### config.mk
export PLATFORM = sky130hd
export DESIGN_NAME = bin2bcd_seq
export DESIGN_NICKNAME = d
export VERILOG_FILES = /design/src/rtl/bin2bcd_seq.sv
export SDC_FILE = /design/constraint.sdc
export NUM_CORES = 1
export LEC_CHECK = 0
export CORE_MARGIN = 2
export CORE_UTILIZATION = 40
export DETAILED_ROUTE_END_ITERATION = 10
export GPL_ROUTABILITY_DRIVEN = 0
export GPL_TIMING_DRIVEN = 0
export HOLD_SLACK_MARGIN = 0.06
export PLACE_DENSITY = 0.67
export SLEW_MARGIN = 20
export SYNTH_ARGS = -nofsm -noshare
export SYNTH_HDL_FRONTEND = slang
export SYNTH_SLANG_ARGS = --single-unit
### constraint.sdc
create_clock -name clk -period 2.45 [get_ports clk]
set_input_delay 0.3675 -clock clk [delete_from_list [all_inputs] [get_ports clk]]
set_output_delay 0.3675 -clock clk [all_outputs]
set_load 0.01 [all_outputs]
### src/rtl/bin2bcd_seq.sv
// Sequential binary-to-BCD converter (double dabble, one bit per clock) with start/done handshake.
// Optional build macro LEADING_ZERO_BLANK_EN replaces leading zero digits with 4'hF.
module bin2bcd_seq #(
  parameter int unsigned BIN_W   = 14,
  parameter int unsigned MAX_VAL = 9999
) (
  input  logic             clk,
  input  logic             rst,
  input  logic             start,
  input  logic [BIN_W-1:0] bin,
  output logic             busy,
  output logic             done,
  output logic             ovf,
  output logic [3:0]       ones,
  output logic [3:0]       tens,
  output logic [3:0]       hundreds,
  output logic [3:0]       thousands
);

  localparam logic [1:0] S_IDLE  = 2'd0;
  localparam logic [1:0] S_SHIFT = 2'd1;
  localparam logic [1:0] S_DONE  = 2'd2;

  localparam int unsigned     CNT_W   = $clog2(BIN_W);
  localparam longint unsigned BIN_MAX = (64'd1 << BIN_W) - 64'd1;
  localparam bit              CAN_OVF = (BIN_MAX > 64'(MAX_VAL));

  logic [1:0]       r_state;
  logic [1:0]       w_next;
  logic [BIN_W-1:0] r_bin;
  logic [15:0]      r_bcd;
  logic [CNT_W-1:0] r_cnt;
  logic             r_ovf_cand;
  logic             r_busy;
  logic             r_done;
  logic             r_ovf;
  logic [15:0]      r_digits;
  logic             w_ovf_in;
  logic [15:0]      w_adj;
  logic [15:0]      w_result;

  // State register
  always_ff @(posedge clk) begin
    if (rst) r_state <= S_IDLE;
    else     r_state <= w_next;
  end

  // Next-state logic
  always_comb begin
    w_next = r_state;
    case (r_state)
      S_IDLE:  if (start) w_next = S_SHIFT;
      S_SHIFT: if (r_cnt == '0) w_next = S_DONE;
      S_DONE:  w_next = S_IDLE;
      default: w_next = S_IDLE;
    endcase
  end

  // Narrow inputs can never exceed MAX_VAL, so the flag folds to zero
  assign w_ovf_in = CAN_OVF ? (64'(bin) > 64'(MAX_VAL)) : 1'b0;

  // Per-nibble add-3, no carry between nibbles
  always_comb begin
    w_adj = r_bcd;
    for (int n = 0; n < 4; n++) begin
      if (r_bcd[4*n +: 4] >= 4'd5) w_adj[4*n +: 4] = r_bcd[4*n +: 4] + 4'd3;
    end
  end

  // Value presented on the DONE cycle: saturation, then optional blanking
  always_comb begin
    w_result = r_ovf_cand ? 16'h9999 : r_bcd;
`ifdef LEADING_ZERO_BLANK_EN
    if (!r_ovf_cand && (w_result[15:12] == 4'h0)) begin
      w_result[15:12] = 4'hF;
      if (w_result[11:8] == 4'h0) begin
        w_result[11:8] = 4'hF;
        if (w_result[7:4] == 4'h0) w_result[7:4] = 4'hF;
      end
    end
`endif
  end

  // Datapath and registered outputs
  always_ff @(posedge clk) begin
    if (rst) begin
      r_bin      <= '0;
      r_bcd      <= '0;
      r_cnt      <= '0;
      r_ovf_cand <= 1'b0;
      r_busy     <= 1'b0;
      r_done     <= 1'b0;
      r_ovf      <= 1'b0;
      r_digits   <= '0;
    end else begin
      case (r_state)
        S_IDLE: begin
          if (start) begin
            r_bin      <= bin;
            r_bcd      <= '0;
            r_cnt      <= CNT_W'(BIN_W - 1);
            r_ovf_cand <= w_ovf_in;
          end
        end
        S_SHIFT: begin
          r_bcd <= {w_adj[14:0], r_bin[BIN_W-1]};
          r_bin <= {r_bin[BIN_W-2:0], 1'b0};
          r_cnt <= r_cnt - CNT_W'(1);
        end
        S_DONE: begin
          r_digits <= w_result;
          r_ovf    <= r_ovf_cand;
        end
        default: ;
      endcase
      r_busy <= (r_state != S_IDLE);
      r_done <= (r_state == S_DONE);
    end
  end

  assign busy      = r_busy;
  assign done      = r_done;
  assign ovf       = r_ovf;
  assign thousands = r_digits[15:12];
  assign hundreds  = r_digits[11:8];
  assign tens      = r_digits[7:4];
  assign ones      = r_digits[3:0];

endmodule

=== Word-level counts from Yosys, hierarchy flattened ===
Cells that the tools add are included.

* Reductions and logical operators: 7
* Eq/ne operators: 4
* Magnitude comparators: 5
* Add/subtract/negate cells: 5
* Mux-type cells: 14

{| class="wikitable"
|+ Operators by type and width
! operator !! number
|-
| $mux 16 || 2
|-
| $pmux 16 s2 || 1
|-
| $pmux 14 s2 || 1
|-
| $ge 4x3->1 const B || 4
|-
| $mux 4 || 4
|-
| $gt 14x14->1 const B || 1
|-
| $mux 14 || 1
|-
| $add 4x2->4 const B || 3
|-
| $pmux 4 s2 || 1
|-
| $reduce_and 2->1 || 3
|-
| $logic_not 4->1 || 1
|-
| $mux 2 || 2
|-
| $ne 2x2->1 const B || 2
|-
| $pmux 2 s2 || 1
|-
| $reduce_bool 2->1 || 2
|-
| $sub 4x1->4 const B || 1
|-
| $add 3x2->3 const B || 1
|-
| $mux 3 || 1
|-
| $eq 2x1->1 const B || 1
|-
| $eq 2x2->1 const B || 1
|-
| $logic_not 2->1 || 1
|}

* Logic and storage cells: 44
* Output and inout port bits: 19
* Register bits after elaboration: 56

=== Logic depth before layout (Yosys ltp) ===
Gate-level depths: netlist of the first run.

* Word-level depth: 3
* Gate-level depth with buffers: 7

=== Least setup slack after synthesis of the first run ===
No wires, ideal clock.

* Kind: reg2reg
* Start point: reg r_bcd[9]
* End point: reg r_bcd[10]
* Arrival time: 1235 ps
* Buffers on the path: 0
* Stages on the path, launching flop included: 7
* Slack: 1099 ps
* Required time: 2333 ps
* Library setup time: 117 ps
* Clock period less this slack: 1351 ps
* Path through: dfxtp_1 -> inv_1 -> ha_1 -> nand2b_1 -> a21oi_1 -> mux2i_1 -> a22o_1

* Longest elaborated chain between the ends: 3

{| class="wikitable"
|+ RTL lines
! what !! RTL line !! text
|-
| start, declared || 31 || <nowiki>logic [15:0] r_bcd;</nowiki>
|-
| start signal, assigned || 106 || <nowiki>r_bcd <= {w_adj[14:0], r_bin[BIN_W-1]};</nowiki>
|-
| $add 4x2->4 or $ge 4x3->1 (tied branches) || 66 || <nowiki>if (r_bcd[4*n +: 4] >= 4'd5) w_adj[4*n +: 4] = r_bcd[4*n +: 4] + 4'd3;</nowiki>
|-
| $mux 4 * || 66 ||
|-
| $pmux 16 s2 * || 96 || <nowiki>case (r_state)</nowiki>
|}

Mark *: on every way between the ends. The rest lies on a longest branch, timed or not.
A chain may end at the register's enable or synchronous reset.

=== Worst setup path after layout of the first run ===
* Start point: in rst
* End point: reg r_digits[3]

{| class="wikitable"
|+ RTL lines
! what !! RTL line !! text
|-
| start, declared || 8 || <nowiki>input logic rst,</nowiki>
|-
| end signal, assigned || 111 || <nowiki>r_digits <= w_result;</nowiki>
|-
| end, declared || 37 || <nowiki>logic [15:0] r_digits;</nowiki>
|}

No word-level cell between the ends.

==> results.cfg, run 1 <==
[run_status]
status = completed

[yosys]
post_synthesis_sequential_element_count = 56
synth_top_cell_area_share_pct = 43.54
yosys_cell_types = 35
post_synth_instance_area_um2 = 2575
ys.warnings.count = 0
synthesis.nets = 323
synth_seq_area_share_pct = 43.54
synth_enable_flop_cells = 0
asyncSetResetFlopFracSynth_pct = 0
synth-main-ff-cell = sky130_fd_sc_hd__dfxtp_1
synth_top_area_cell = sky130_fd_sc_hd__dfxtp_1
synth.top_cells.by_area = sky130_fd_sc_hd__dfxtp_1, sky130_fd_sc_hd__nor2_1, sky130_fd_sc_hd__nand2_1
synthesis.instances = 297
avgSynthCellArea_um2 = 8.670

[sta]
timing.final.crit_share_pct = 65.15
timing.max_slew.rel_slack_pct = 63.52
fin_worst_skew_ps = 11.22
timing.fmax_mhz = 626.5
fin_worst_setup_slack_ps = 853.9
period_minus_slack_ps = 1596
setup_total_negative_slack_ps = 0
setup_repair_after_global_routing_missed_its_margin = false
report.final.setup_viol = 0
max_slew.worst_pin.slew_ps = 547.2
slew_violations = 0
number_of_hold_violations_in_the_final_report = 0

[worst_setup_path]
cp_data_required_time_ps = 2640
timing.critical_path.slowest_cell_delay_ps = 480
path_cells = clkdlybuf4s50_1 > clkbuf_1 > clkbuf_1 > nor3_1
cell_with_the_most_instances_on_the_worst_path = sky130_fd_sc_hd__clkbuf_1
worst-endpoint-arrival_ps = 1790
critical_path_peak_fanout = 10
start_kind = primary input
reg2reg_from = r_bcd[1]
crit_type = in2reg
r2r.worst_path.cells = 6
setup.reg_to_reg.worst_slack_ps = 910
end_kind = flop
regToRegEndpoint = r_bcd[2]
crit_path_end = r_digits[3]
timing.critical_path.slowest_stage_cell = sky130_fd_sc_hd__clkdlybuf4s50_1
setup.worst_path.start = rst

[pwr]
switching_component_of_the_power_uw = 514.0
power_report.internal_total_uw = 1300
pwr_density_cell_nw_per_um2 = 582.6
leakagePower_uw = 0.001174
peak_vdd_ir_v = 0.0003125
seq_power_share_pct = 54.5
clock_power_share_pct = 28.9
power.switching_fraction_pct = 28.34
power.combinational.fraction_pct = 16.6

[die]
floorplan.die.height_um = 84.24
die-width_um = 84.24
design.die.area_um2 = 7096
initial_utilization_pct = 41.02
ios = 36
coreArea_um2 = 6277
rows = 29

[min_path]
worst_hold_start = r_digits[10]
min_path_type = reg2reg

[place]
portBuffers = 35
hpwlAfterDp_um = 4115
post-place-ws_ps = 517.7

[cells_and_area]
layout.core_utilization_pct = 49.59
fillCellCount = 602
antenna_cells_inserted = 0
drive_gt1_share_pct = 9.118
nNetsFinal = 365
flow.area_growth_from_synthesis_pct = 20.89

[cts]
clk_latency_ps = 320
tritoncts.num_buffers = 5
tritoncts = yes
postCtsResizedCells = 0
h-tree-depth = 2
clk_transition_reported_paths_ps = 110
post-cts-setup-buffer-count = 0
cts_num_sinks = 56
ctsRootBufferMaster = sky130_fd_sc_hd__clkbuf_8
clock_path_buffers = 2
cts-hold-fix-buffers = 0

[global_route]
first_pass_grt_wire_length_um = 9563
grt_start_max_net_pins = 19
grt_remaining_overflow = 0
grtUsageTotal_pct = 16.50
antenna_found_initial = 0
first_global_vias = 2011

[detailed_routing]
viasPerCell = 5.230
dr_total_vias = 2181
drtAntennaViolNets = 0
firstDrtPassIters = 4
detail_route.drc_violations = 0
post_drt_wl_per_cell_um = 13.53
drtIter0Drc = 74
routed_wl_um = 5643

[job]
max_cap_violations = 0
## worst min-delay path by stage
| stage | slack [ps] | end | cells past startpoint |
|---|---|---|---|
| 3_5_place_dp | 450 | r_digits[14] | 2 |
| 6_report | 460 | r_digits[10] | 2 |
| 2_1_floorplan | 450 | r_bcd[13] | 1 |
| 5_1_grt | 480 | r_digits[6] | 2 |
| 4_1_cts | 460 | r_digits[14] | 2 |
| 3_3_place_gp | 440 | r_digits[2] | 2 |
## power by group through the flow
stage / Clock [µW] / Combinational [µW] / Sequential (µW)
after CTS: 537 / 303 / 989
after global routing: 575 / 336 / 996
after detailed placement: 0 / 303 / 1010
after global placement: 0 / 296 / 1010
final: 524 / 301 / 989
after floorplan: 0 / 203 / 1010
## final cells by class
type / count / area [µm²] / share of cell area (%)
flip-flops and latches: 56 / 1121 / 36.01
inverters: 12 / 45.04 / 1.447
clock buffers: 5 / 68.82 / 2.211
multi-input cells: 209 / 1271 / 40.84
repair buffers: 35 / 350.3 / 11.25
plain buffers: 20 / 137.6 / 4.421
clock inverters: 3 / 22.52 / 0.7235
well taps: 77 / 96.34 / 3.095
## layout by cell type (no fill, tap or decap), types with 8 or more instances in the layout
cell type                         netlist  layout
sky130_fd_sc_hd__a21oi_1               23      23
sky130_fd_sc_hd__a22o_1                11      11
sky130_fd_sc_hd__a311oi_1               9       9
sky130_fd_sc_hd__clkdlybuf4s50_1        0      35
sky130_fd_sc_hd__dfxtp_1               56      56
sky130_fd_sc_hd__ha_1                   9       9
sky130_fd_sc_hd__inv_1                 12      12
sky130_fd_sc_hd__nand2_1               35      35
sky130_fd_sc_hd__nand3b_1               8       8
sky130_fd_sc_hd__nor2_1                40      40
sky130_fd_sc_hd__nor3_1                22      22
sky130_fd_sc_hd__o21ai_0                9       9
## critical path: cells and delay by family
kind                   cells  cell delay [ps]
and+or+nand+nor            1              130
buffers and inverters      3             1290
## flip-flops by register name, summed over array words and instances (netlist names)
signal,count
r_bcd,16
r_digits,16
r_bin,14
r_cnt,4
r_state,2
busy,1
done,1
ovf,1
r_ovf_cand,1
## per-layer routing
metal	track usage, %	wire, µm
met5	0	0
met2	27.13	2583
met1	21.93	2724
met4	5.425	78
met3	2.950	256
## kinds of logic (layout without fill, tap and decap cells)
family / count (synthesis) / in the layout / share of synthesized area [%]
xor gates and xnor gates: 7 / 7 / 2.381
muxes: 4 / 4 / 1.555
buffers and inverters: 32 / 75 / 7.094
adders and majority gates: 9 / 9 / 4.373
and+or+nand+nor: 128 / 128 / 24.05
AOI/OAI and AO/OA: 61 / 61 / 17.01
DFF: 56 / 56 / 43.54
## per-stage QoR
stage          cell area, µm²  std cells  total power (µW)  hold slack, ps
2_1_floorplan            2575        297              1210           449.1
6_report                 3113        417              1814           458.4
5_1_grt                  3113        417              1907           480.7
3_5_place_dp             3022        409              1312           445.2
3_3_place_gp             3022        409              1305           442.3
4_1_cts                  3113        417              1828           461.1
## synthesized netlist by cell type (2+ instances only)
cell type / number
sky130_fd_sc_hd__a211oi_1: 2
sky130_fd_sc_hd__o21ai_0: 9
sky130_fd_sc_hd__nand3_1: 5
sky130_fd_sc_hd__xnor2_1: 4
sky130_fd_sc_hd__nand2_1: 35
sky130_fd_sc_hd__a311oi_2: 4
sky130_fd_sc_hd__nor2_1: 40
sky130_fd_sc_hd__mux2i_1: 4
sky130_fd_sc_hd__clkbuf_1: 5
sky130_fd_sc_hd__a22o_1: 11
sky130_fd_sc_hd__xor2_1: 3
sky130_fd_sc_hd__or3_1: 4
sky130_fd_sc_hd__buf_6: 6
sky130_fd_sc_hd__nand3b_1: 8
sky130_fd_sc_hd__a21oi_1: 23
sky130_fd_sc_hd__nand2b_1: 6
sky130_fd_sc_hd__dfxtp_1: 56
sky130_fd_sc_hd__a311oi_1: 9
sky130_fd_sc_hd__ha_1: 9
sky130_fd_sc_hd__buf_2: 5
sky130_fd_sc_hd__nor3_1: 22
sky130_fd_sc_hd__inv_1: 12
sky130_fd_sc_hd__buf_4: 3
No activity file was read; power rests on OpenSTA's default activity.
==> run 2: changes to the inputs <==
==> constraint.sdc (replaced) <==
create_clock -name clk -period 1.6 [get_ports clk]
set_input_delay 0.24 -clock clk [delete_from_list [all_inputs] [get_ports clk]]
set_output_delay 0.24 -clock clk [all_outputs]
set_load 0.01 [all_outputs]
==> run 2 against run 1 <==
Compared with the run above:
- highest routed layer unchanged
- first-iteration DRC count is 18% lower
- critical path depth stayed put
- register-to-register slack worse by 770 ps
- critical path type unchanged
- clock power is 55% higher
- global-route usage stayed put
- worst hold slack hardly changed
- largest cell class unchanged
- non-clock buffer count stayed put
==> results.cfg, run 2 (synthesis results as in run 1) <==
[global_route]
grt_remaining_overflow = 0
grt_start_max_net_pins = 19
antenna_found_initial = 0
grtUsageTotal_pct = 16.50
first_pass_grt_wire_length_um = 9563
first_global_vias = 2011

[detailed_routing]
detail_route.drc_violations = 0
drtIter0Drc = 61
viasPerCell = 5.273
post_drt_wl_per_cell_um = 13.73
routed_wl_um = 5726
met1_length_um = 2819
dr_total_vias = 2199
routed_met3_length_um = 221
firstDrtPassIters = 4
route.met2.wl_um = 2609
drtAntennaViolNets = 0
highest-signal-layer = met4

[worst_setup_path]
cell_with_the_most_instances_on_the_worst_path = sky130_fd_sc_hd__clkbuf_1
end_kind = flop
r2r.worst_path.cells = 6
crit_type = in2reg
regToRegEndpoint = r_bcd[10]
critical_path_peak_fanout = 10
timing.critical_path.slowest_cell_delay_ps = 490
reg2reg_from = r_bcd[9]
worst-endpoint-arrival_ps = 1670
timing.critical_path.slowest_stage_cell = sky130_fd_sc_hd__clkbuf_1
cp_data_required_time_ps = 1790
setup.reg_to_reg.worst_slack_ps = 140
crit_path_end = r_digits[3]
start_kind = primary input
path_cells = clkdlybuf4s50_1 > clkbuf_1 > clkbuf_1 > nor3_1
setup.worst_path.start = rst

[die]
initial_utilization_pct = 41.02
die-width_um = 84.24
coreArea_um2 = 6277
design.die.area_um2 = 7096
floorplan.die.height_um = 84.24
ios = 36
rows = 29

[cts]
clock_path_buffers = 2
tritoncts.num_buffers = 5
clk_transition_reported_paths_ps = 110
h-tree-depth = 2
cts_num_sinks = 56
tritoncts = yes
post-cts-setup-buffer-count = 0
ctsRootBufferMaster = sky130_fd_sc_hd__clkbuf_8
clk_latency_ps = 320

[sta]
report.final.setup_viol = 0
slew_violations = 0
fin_worst_skew_ps = 14.01
max_slew.worst_pin.slew_ps = 557.2
timing.final.crit_share_pct = 92.48
number_of_hold_violations_in_the_final_report = 0
hold_ws_ps = 458.4
setup_repair_after_global_routing_missed_its_margin = false
timing.max_slew.rel_slack_pct = 62.86
setup_total_negative_slack_ps = 0
period_minus_slack_ps = 1480
timing.fmax_mhz = 675.8

[cells_and_area]
antenna_cells_inserted = 0
layout_common_cells = sky130_fd_sc_hd__dfxtp_1, sky130_fd_sc_hd__nor2_1, sky130_fd_sc_hd__nand2_1, sky130_fd_sc_hd__clkdlybuf4s50_1, sky130_fd_sc_hd__nor3_1
layout_top_registers = r_bcd: 16 flops, r_digits: 16 flops, r_bin: 14 flops
fillCellCount = 603
drive_gt1_share_pct = 10.29
layout.core_utilization_pct = 49.79
sequential_cell_area_um2 = 1121
nNetsFinal = 365
flow.area_growth_from_synthesis_pct = 21.38
multi_input_area_um2 = 1282
final_common_cell = sky130_fd_sc_hd__dfxtp_1

[min_path]
min_path_type = reg2reg

[pwr]
peak_vdd_ir_v = 0.0004867
leakagePower_uw = 0.001179
pwr_density_cell_nw_per_um2 = 892.5

[run_status]
status = completed

[place]
hpwlAfterDp_um = 4115
portBuffers = 35

[job]
max_cap_violations = 0
run 2: report_power, final:
part / switching, µW / total [µW] / internal [µW]
clock network: 497 / 812 / 315
registers: 46.2 / 1510 / 1470
logic: 256 / 463 / 207
run 2: layout make-up:
| cell class | count | area share (%) |
|---|---|---|
| buffer | 20 | 4.444 |
| clock buffer | 5 | 2.202 |
| clock inverter | 3 | 0.7206 |
| inverter | 12 | 1.441 |
| multi-input combinational | 209 | 41.03 |
| sequential | 56 | 35.87 |
| tap | 77 | 3.082 |
| timing repair buffer | 35 | 11.21 |
run 2: worst max-delay path: cells and delay by family:
kind	cells	cell delay, ps
buf+inv	3	1300
simple gates	1	130
run 2: stage by stage:
step / instance area, µm² / total power [µW] / setup WS [ps] / instances
6_report: 3126 / 2790 / 120.4 / 417
5_1_grt: 3126 / 2921 / 16.38 / 417
4_1_cts: 3113 / 2799 / 56.46 / 417
3_5_place_dp: 3022 / 2009 / -204.8 / 409
3_3_place_gp: 3022 / 1998 / -181.2 / 409
2_1_floorplan: 2575 / 1853 / 248.6 / 297
run 2: layer usage:
layer | vias up | track usage [%]
met5 | - | 0
li1 | 1110 | -
met3 | 7 | 2.950
met2 | 52 | 27.13
met4 | 0 | 5.425
met1 | 1030 | 21.93
run 2: worst min path at each step:
stage,from,slack (ps),to,cells after the start
6_report,r_digits[10],460,r_digits[10],2
5_1_grt,r_digits[6],480,r_digits[6],2
4_1_cts,r_digits[14],460,r_digits[14],2
3_5_place_dp,r_digits[14],450,r_digits[14],2
3_3_place_gp,r_digits[2],440,r_digits[2],2
2_1_floorplan,bin[13],380,r_ovf_cand,2
run 2: repair_timing:
action	CTS	global route
setup endpoints to repair	0	7
hold buffers	0	0
resized for setup	0	4
